File: src/rtl/qracc_bitserial_mac_seq_if.sv
// Activation-in / macro-drive / result-out bundle around the bit-serial MAC sequencer.
// master = sequencer side; slave = activation buffer, macro wrapper and result consumer.
interface qracc_bitserial_mac_seq_if #(
  parameter int numRows    = 128,
  parameter int numCols    = 32,
  parameter int numAdcBits = 4,
  parameter int inBits     = 4
);
  localparam int accBits = numAdcBits + inBits;

  logic                          in_valid_i;
  logic                          in_ready_o;
  logic [numRows*inBits-1:0]     act_i;
  logic                          mac_en_o;
  logic [numRows-1:0]            data_p_o;
  logic [numRows-1:0]            data_n_o;
  logic [numCols*numAdcBits-1:0] adc_i;
  logic                          out_valid_o;
  logic                          out_ready_i;
  logic [numCols*accBits-1:0]    result_o;
  logic                          busy_o;

  modport master (
    input  in_valid_i, act_i, adc_i, out_ready_i,
    output in_ready_o, mac_en_o, data_p_o, data_n_o, out_valid_o, result_o, busy_o
  );

  modport slave (
    output in_valid_i, act_i, adc_i, out_ready_i,
    input  in_ready_o, mac_en_o, data_p_o, data_n_o, out_valid_o, result_o, busy_o
  );
endinterface

File: src/rtl/qracc_bitserial_mac_seq.sv
// Bit-serial MAC sequencer: drives one activation bit-plane per cycle, shift-adds signed ADC codes per column.
// Latency: accept in cycle 0, out_valid from cycle inBits+2; QRACC_SKIP_ZERO_PLANE_EN skips all-zero planes.
// Backpressure: one vector in flight; result held in DONE until out_ready_i, in_ready_o low outside IDLE.
module qracc_bitserial_mac_seq #(
  parameter int numRows    = 128,
  parameter int numCols    = 32,
  parameter int numAdcBits = 4,
  parameter int inBits     = 4
) (
  input  logic                      clk,
  input  logic                      rst,
  qracc_bitserial_mac_seq_if.master bus
);
  localparam int accBits = numAdcBits + inBits;
  localparam int BW      = $clog2(inBits);
  localparam logic [BW-1:0] LAST_PLANE = BW'(inBits - 1);

  typedef enum logic [1:0] {IDLE, COMPUTE, DRAIN, DONE} state_t;

  state_t                    state_q, state_d;
  logic [numRows*inBits-1:0] act_q, act_d;
  logic [BW-1:0]             plane_q, plane_d;
  logic [BW-1:0]             pipe_b_q, pipe_b_d;
  logic                      pipe_vld_q, pipe_vld_d;
  logic                      mac_en_q, mac_en_d;
  logic [numRows-1:0]        data_p_q, data_p_d;
  logic                      in_ready_q, in_ready_d;
  logic                      out_valid_q, out_valid_d;
  logic                      busy_q, busy_d;
  logic signed [accBits-1:0] acc_q [numCols];
  logic signed [accBits-1:0] acc_d [numCols];
  logic [inBits-1:0]         in_nz, act_nz;
  logic [BW:0]               in_pick, act_pick;

  function automatic logic [numRows-1:0] plane_bits(input logic [numRows*inBits-1:0] a,
                                                    input logic [BW-1:0] b);
    logic [numRows-1:0] p;
    for (int r = 0; r < numRows; r++) p[r] = a[r*inBits + int'(b)];
    return p;
  endfunction

  // {found, index} of the lowest plane at or above start whose mask bit is set
  function automatic logic [BW:0] pick_plane(input logic [inBits-1:0] m, input int start);
    logic [BW:0] r;
    r = '0;
    for (int b = inBits - 1; b >= 0; b--)
      if (b >= start && m[b]) r = {1'b1, BW'(b)};
    return r;
  endfunction

  function automatic logic signed [accBits-1:0] weighted(input logic [numAdcBits-1:0] code,
                                                         input logic [BW-1:0] b);
    logic signed [accBits-1:0] x;
    x = {{(accBits-numAdcBits){code[numAdcBits-1]}}, code};
    return x <<< b;
  endfunction

`ifdef QRACC_SKIP_ZERO_PLANE_EN
  always_comb begin
    in_nz  = '0;
    act_nz = '0;
    for (int b = 0; b < inBits; b++) begin
      in_nz[b]  = |plane_bits(bus.act_i, BW'(b));
      act_nz[b] = |plane_bits(act_q, BW'(b));
    end
  end
`else
  assign in_nz  = '1;
  assign act_nz = '1;
`endif

  assign in_pick  = pick_plane(in_nz, 0);
  assign act_pick = pick_plane(act_nz, int'(plane_q) + 1);

  always_comb begin
    state_d    = state_q;
    act_d      = act_q;
    plane_d    = plane_q;
    data_p_d   = '0;
    mac_en_d   = 1'b0;
    pipe_vld_d = mac_en_q;
    pipe_b_d   = plane_q;
    // ADC code on adc_i belongs to the plane driven one cycle earlier; MSB plane carries negative weight
    for (int c = 0; c < numCols; c++) begin
      acc_d[c] = acc_q[c];
      if (pipe_vld_q) begin
        if (pipe_b_q == LAST_PLANE)
          acc_d[c] = acc_q[c] - weighted(bus.adc_i[c*numAdcBits +: numAdcBits], pipe_b_q);
        else
          acc_d[c] = acc_q[c] + weighted(bus.adc_i[c*numAdcBits +: numAdcBits], pipe_b_q);
      end
    end
    case (state_q)
      IDLE: begin
        if (bus.in_valid_i && in_ready_q) begin
          act_d = bus.act_i;
          for (int c = 0; c < numCols; c++) acc_d[c] = '0;
          if (in_pick[BW]) begin
            plane_d  = in_pick[BW-1:0];
            data_p_d = plane_bits(bus.act_i, in_pick[BW-1:0]);
            mac_en_d = 1'b1;
            state_d  = COMPUTE;
          end else begin
            state_d = DRAIN;
          end
        end
      end
      COMPUTE: begin
        if (act_pick[BW]) begin
          plane_d  = act_pick[BW-1:0];
          data_p_d = plane_bits(act_q, act_pick[BW-1:0]);
          mac_en_d = 1'b1;
        end else begin
          state_d = DRAIN;
        end
      end
      DRAIN:   state_d = DONE;
      DONE:    if (bus.out_ready_i) state_d = IDLE;
      default: state_d = IDLE;
    endcase
    in_ready_d  = (state_d == IDLE);
    out_valid_d = (state_d == DONE);
    busy_d      = (state_d != IDLE);
  end

  always_ff @(posedge clk) begin
    if (rst) begin
      state_q     <= IDLE;
      act_q       <= '0;
      plane_q     <= '0;
      pipe_b_q    <= '0;
      pipe_vld_q  <= 1'b0;
      mac_en_q    <= 1'b0;
      data_p_q    <= '0;
      in_ready_q  <= 1'b1;
      out_valid_q <= 1'b0;
      busy_q      <= 1'b0;
      for (int c = 0; c < numCols; c++) acc_q[c] <= '0;
    end else begin
      state_q     <= state_d;
      act_q       <= act_d;
      plane_q     <= plane_d;
      pipe_b_q    <= pipe_b_d;
      pipe_vld_q  <= pipe_vld_d;
      mac_en_q    <= mac_en_d;
      data_p_q    <= data_p_d;
      in_ready_q  <= in_ready_d;
      out_valid_q <= out_valid_d;
      busy_q      <= busy_d;
      for (int c = 0; c < numCols; c++) acc_q[c] <= acc_d[c];
    end
  end

  assign bus.in_ready_o  = in_ready_q;
  assign bus.mac_en_o    = mac_en_q;
  assign bus.data_p_o    = data_p_q;
  assign bus.data_n_o    = '0;
  assign bus.out_valid_o = out_valid_q;
  assign bus.busy_o      = busy_q;

  for (genvar c = 0; c < numCols; c++) begin : g_res
    assign bus.result_o[c*accBits +: accBits] = acc_q[c];
  end
endmodule

File: src/flat_wrapper.sv
// flat-port wrapper written by rule: the top's interface ports become plain ports
module qracc_bitserial_mac_seq_flat 
#(
  parameter int numRows    = 128,
  parameter int numCols    = 32,
  parameter int numAdcBits = 4,
  parameter int inBits     = 4
)
  (clk, rst, bus_in_valid_i, bus_act_i, bus_adc_i, bus_out_ready_i, bus_in_ready_o, bus_mac_en_o, bus_data_p_o, bus_data_n_o, bus_out_valid_o, bus_result_o, bus_busy_o);
  qracc_bitserial_mac_seq_if #(.numRows(numRows), .numCols(numCols), .numAdcBits(numAdcBits), .inBits(inBits)) bus_i ();
  input  logic clk;
  input  logic rst;
  input wire logic [$bits(bus_i.in_valid_i)-1:0] bus_in_valid_i;
  input wire logic [$bits(bus_i.act_i)-1:0] bus_act_i;
  input wire logic [$bits(bus_i.adc_i)-1:0] bus_adc_i;
  input wire logic [$bits(bus_i.out_ready_i)-1:0] bus_out_ready_i;
  output wire logic [$bits(bus_i.in_ready_o)-1:0] bus_in_ready_o;
  output wire logic [$bits(bus_i.mac_en_o)-1:0] bus_mac_en_o;
  output wire logic [$bits(bus_i.data_p_o)-1:0] bus_data_p_o;
  output wire logic [$bits(bus_i.data_n_o)-1:0] bus_data_n_o;
  output wire logic [$bits(bus_i.out_valid_o)-1:0] bus_out_valid_o;
  output wire logic [$bits(bus_i.result_o)-1:0] bus_result_o;
  output wire logic [$bits(bus_i.busy_o)-1:0] bus_busy_o;
  assign bus_i.in_valid_i = bus_in_valid_i;
  assign bus_i.act_i = bus_act_i;
  assign bus_i.adc_i = bus_adc_i;
  assign bus_i.out_ready_i = bus_out_ready_i;
  assign bus_in_ready_o = bus_i.in_ready_o;
  assign bus_mac_en_o = bus_i.mac_en_o;
  assign bus_data_p_o = bus_i.data_p_o;
  assign bus_data_n_o = bus_i.data_n_o;
  assign bus_out_valid_o = bus_i.out_valid_o;
  assign bus_result_o = bus_i.result_o;
  assign bus_busy_o = bus_i.busy_o;
  qracc_bitserial_mac_seq #(.numRows(numRows), .numCols(numCols), .numAdcBits(numAdcBits), .inBits(inBits)) u_core (.clk(clk), .rst(rst), .bus(bus_i));
endmodule
File: config.mk
export PLATFORM = sky130hd
export DESIGN_NAME = qracc_bitserial_mac_seq_flat
export DESIGN_NICKNAME = d
export VERILOG_FILES = /design/src/rtl/qracc_bitserial_mac_seq_if.sv /design/src/rtl/qracc_bitserial_mac_seq.sv /design/src/flat_wrapper.sv
export SDC_FILE = /design/constraint.sdc
export NUM_CORES = 2
export LEC_CHECK = 0
export BUFFER_PORTS_ARGS = -buffer_cell sky130_fd_sc_hd__buf_2
export CORE_AREA = 2 2 452 454
export DETAILED_ROUTE_END_ITERATION = 8
export DIE_AREA = 0 0 454 456
export GPL_TIMING_DRIVEN = 1
export MAX_ROUTING_LAYER = met4
export SLEW_MARGIN = 15
export SYNTH_ARGS = -nofsm -noshare
export SYNTH_HDL_FRONTEND = slang
export SYNTH_SLANG_ARGS = --single-unit
File: constraint.sdc
create_clock -name clk -period 3.8 [get_ports clk]
set_input_delay 0.38 -clock clk [delete_from_list [all_inputs] [get_ports clk]]
set_output_delay 0.38 -clock clk [all_outputs]
set_load 0.01 [all_outputs]
Word level (Yosys, flattened, before mapping)
Memory sizes are Yosys's and may differ from the RTL's.
Index checks and enable logic that the tools add are counted.
- equality and inequality tests: 7
- order comparisons: 132
- mux-type cells: 501
- reductions and logical operators: 7
- shifts and indexed selects: 32
- add/subtract/negate cells: 192
- bitwise operators: 32
- operator list (kind ; count):
    $lt 32x11->1 const B ; 106
    $bmux 1 s9 ; 127
    $mux 8 ; 96
    $add 9x2->10 const A ; 64
    $mux 256 ; 2
    $add 8x2->9 const A ; 32
    $mux 1 ; 260
    $add 8x8->8 ; 32
    $mux 128 ; 2
    $pmux 128 s2 ; 1
    $sshl 4x2->8 ; 32
    $sub 8x8->8 ; 32
    $lt 10x10->1 const B ; 21
    $add 7x2->8 const A ; 16
    $ge 3x32->1 const A ; 2
    $add 6x2->7 const A ; 8
    $ge 1x32->1 const A ; 1
    $ge 2x32->1 const A ; 1
    $or 1x1->1 ; 32
    $add 5x2->6 const A ; 4
    $mux 3 ; 4
    $add 4x2->5 const A ; 2
    $lt 2x10->1 const B ; 1
    $mux 2 ; 5
    other kinds (14) ; 20
- input bits: 644
- memories kept: 1
- output and inout bits: 516
- register bits: 651
- RAM bits: 256
- memories (name ; words ; width ; rd ports ; clocked after memory_dff ; write ports ; line ; text):
    u_core.acc_q ; 32 ; 8 ; 32 ; 0 ; 32 ; qracc_bitserial_mac_seq.sv:30 ; logic signed [accBits-1:0] acc_q [numCols];

Logic depth before layout (Yosys ltp)
- depth in word-level cells: 12
- depth in mapped cells: 15
- gate-level depth less buffers: 11

Worst setup path before layout
No wires, ideal clock.
- path kind: reg2reg
- from: register u_core.pipe_b_q[0]
- to: memory u_core.acc_q[0][111] (netlist bit)
- stages on the path, launching flop included: 15
- data required time: 3.728 ns
- setup slack: 1.015 ns
- arrival: 2.714 ns
- cell sequence: dfxtp_1 buf_6 buf_4 buf_4 buf_2 buf_4 buf_2 a211oi_1 a31oi_1 ha_1 o211a_1 o31a_1 o21ai_0 mux2i_1 mux2i_1
- RTL lines (what ; line ; text):
    from (decl) ; qracc_bitserial_mac_seq.sv:23 ; logic [BW-1:0] pipe_b_q, pipe_b_d;
    from (signal assigned) ; qracc_bitserial_mac_seq.sv:143 ; pipe_b_q <= pipe_b_d;
    to (decl) ; qracc_bitserial_mac_seq.sv:30 ;

==> run metrics <==
share of cells above drive strength 1=18.2%; # rows=165; gr usage total=between 10% and 20%; fin crit share=81.3%; ys async rst share=0%; global route overflow=0; largest net degree at the start of global routing=207; ys flop type=dfxtp_1; WL/cell=between 15 and 20 µm; CTS Sinks=approximately 900; r2r startpoint=u_core.pipe_b_q[0]; worst hold path type=in2reg; adder-cell share of the synthesized area=6.58%; Clock Tree Buf Depth=3; total number of vias=52918; Critical Path Source Type=flop; initial antenna violation count=32; setup tns final=0 ps; ANT nets after route=0; Worst Reg-to-Reg Cells=11; cells after synthesis=6597; clock skew=85.0 ps; global-route wire length before repair=301 mm; endpoints failing hold=0; final net count=8746; Hold Crit Start=bus_act_i[116]; fin area=68000 µm²; Synth Warn #=0; total CTS buffers=108; family with the most delay on the worst path=compound AO/OA/AOI/OAI gates; Cell variety after synth=58; Crit. End Element=flop; max_cap viols=0; root buf cell=clkbuf_16; Max VDD drop=0.411 mV; # setup viols final=0; postcts setup bufs=0; WP buf/inv=2; Initial DRC Count=4399; WHS Endpoint=u_core.act_q[116]; mean post-synth cell area=7.93 µm²; slowest stage delay, CP=650 ps; CTS tree=built; Synth area leader=dfxtp_1; Post-synth EDFFs=0; Slowest-stage cell, CP=dfxtp_4; compound-cell area share of the yosys netlist=19.9%; Yosys top cell area share=34.7%; ordered cell list for the critical path=inv_2 -> nand2_2 -> buf_4 -> o22a_1 -> o21ai_0 -> ha_1 -> o211a_1 -> o31a_1 -> o21ai_0 -> mux2i_1 -> mux2i_1; pwr/cell area=405 nW/µm²; Pre-antenna DRT Iters=6; top cells by area, synth=dfxtp_1 35%, nand2_1 11%, a21oi_1 8.0%, mux4_2 5.5%, ha_1 5.4%; final non-filler cell total=about 11000; Layout area overhead=30.0%; fin. max-slew vios=0; XOR/XNOR share of the synthesized area=0.837%; Placement Cell Area=59100 µm²; Starting Density=25.9%; Synth Cell Area=~52000 µm²; Crit Path Max Fanout=21; outcome=completed; Die X=454 µm; CP arrival=3740 ps; fin crit period=3090 ps; hold depth=3; leakage=~28 nW; CTS clk-pin slew, worst paths=approximately 70 ps; worst reg2reg path endpoint=u_core.acc_q[0][95]; worst skew pair latency=around 800 ps; placeable core area=202000 µm²; CP Class=reg2reg; placed cell count=9896; vias in the first global route=between 50000 and 60000; die height=456 µm; sequential area share after synthesis=a little over a third; post-synthesis mux area share=between 7 and 8%; register bit total from synthesis=between 900 and 1000; I/O Pins=1160; DP Wirelength=142 mm; DRT Wirelength=202 mm; worst path required time=4450 ps; Die ar.=approximately 210000 µm²; port bufs=~1000; number of H-tree levels=3; drt drc=0; slew of the pin with the lowest slew margin=1170 ps; Peak Freq=324 MHz; Vias/cell=between 4 and 5; post-layout util=33.7%; largest family of logic cells by synthesized area=simple AND/OR/NAND/NOR gates; unrepaired setup endpoints after global routing=no; GP Congestion=a little over 0.9; post-synthesis simple-gate area fraction=23.0%; Rel. slew slack=22.2%; R2R setup slack=710 ps
[synth_stat cells, types with 129 or more instances]
library cell and n:
nand2_1 1522, clkbuf_1 264, nor3_1 256, dfxtp_1 907, buf_4 190, nand2b_1 129
nor2b_1 226, buf_2 132, o21ai_0 222, nor2_1 251, o21a_1 143, ha_1 224
inv_1 129, a21oi_1 835
[per-stage QoR]
stage | setup WS [ps] | power [mW] | hold slack, ps
after detailed placement | 643 | 16.5 | 443
after CTS | 589 | 27.8 | 42.7
after global routing | 447 | 28.8 | 65.5
after global placement | 682 | 16.4 | 439
after floorplan | 1010 | 14.7 | 433
final | 710 | 27.5 | 65.8
[how the worst max path moves through the flow]
stage | slack (ps) | start | depth (start not counted) | end
after floorplan | 1010 | u_core.pipe_b_q[0] | 14 | u_core.acc_q[0][111]
after global placement | 680 | u_core.pipe_b_q[0] | 11 | u_core.acc_q[0][95]
after detailed placement | 640 | u_core.pipe_b_q[0] | 11 | u_core.acc_q[0][95]
after CTS | 590 | u_core.pipe_b_q[0] | 11 | u_core.acc_q[0][95]
after global routing | 450 | u_core.pipe_b_q[0] | 12 | u_core.acc_q[0][95]
final | 710 | u_core.pipe_b_q[0] | 11 | u_core.acc_q[0][95]
[per-layer routing]
layer | global-route usage (%) | share of wire [%] | vias to the layer above
li1 | - | - | 25274
met1 | 22.1 | 40 | 25213
met5 | - | 0 | -
met3 | 3.07 | 6.4 | 439
met4 | 10.1 | 5.7 | 0
met2 | 31.4 | 48 | 1992
[power breakdown]
group / leakage (nW) / internal [mW] / switching, mW
Sequential: 7.41 / 10.1 / 0.410
Clock: 1.79 / 6.11 / 4.65
Combinational: 19.1 / 2.64 / 3.59
[layout make-up]
class | count | area (µm²)
clock buffers | 153 | 3080
fillers | 20709 | 134000
flip-flops and latches | 907 | 18200
inverters | 131 | 499
repair buffers | 1629 | 11300
clock inverters | 46 | 582
well taps | 2672 | 3340
diodes | 27 | 67.6
multi-input cells | 5069 | 31000
[repair_timing]
action                                 in CTS  in global routing
hold buffers                              512                  0
endpoints found under the hold margin     641                  0
resized for setup                           0                  0
[placed cells by master (no fill, tap or decap), types with 33 or more instances in the layout]
| cell | n |
|---|---|
| ha_1 | 223 |
| conb_1 | 128 |
| nor2_1 | 248 |
| and2_1 | 38 |
| a211oi_1 | 120 |
| nor3_1 | 256 |
| o21a_1 | 143 |
| dlygate4sd3_1 | 512 |
| nand3b_1 | 62 |
| dfxtp_1 | 904 |
| clkbuf_16 | 109 |
| o31a_1 | 62 |
| nand2_1 | 1520 |
| mux4_2 | 128 |
| a21oi_1 | 835 |
| inv_1 | 128 |
| nor2b_1 | 226 |
| xnor2_1 | 48 |
| or3_1 | 47 |
| mux2i_1 | 118 |
| nand3_1 | 102 |
| a31oi_1 | 66 |
| o21bai_1 | 63 |
| o21ai_0 | 222 |
| buf_2 | 1030 |
| nand2b_1 | 129 |
| buf_4 | 60 |
| o211ai_1 | 33 |
[kinds of logic after synthesis]
logic type / Yosys count
fa+ha+maj: 256
flops: 907
compound gates: 1707
xor+xnor: 50
other cells: 1
mux: 249
buf+inv: 748
simple gates: 2679
[worst register-to-register path, stage by stage, from the launching register on]
cell and delay, ps:
dfxtp_4 650, inv_2 130, nand2_2 380, buf_4 310, o22a_1 160, o21ai_0 100
ha_1 350, o211a_1 140, o31a_1 130, o21ai_0 250, mux2i_1 250, mux2i_1 190
[state kept, by name (all words and copies together) (netlist names)]
name	count
u_core.bus.out_valid_o	1
u_core.pipe_vld_q	1
u_core.acc_q	256
u_core.pipe_b_d	2
u_core.bus.data_p_o	128
u_core.bus.in_ready_o	1
u_core.bus.busy_o	1
u_core.state_q	2
u_core.bus.mac_en_o	1
u_core.pipe_b_q	2
u_core.act_q	512
No activity file was read; power rests on OpenSTA's default activity.
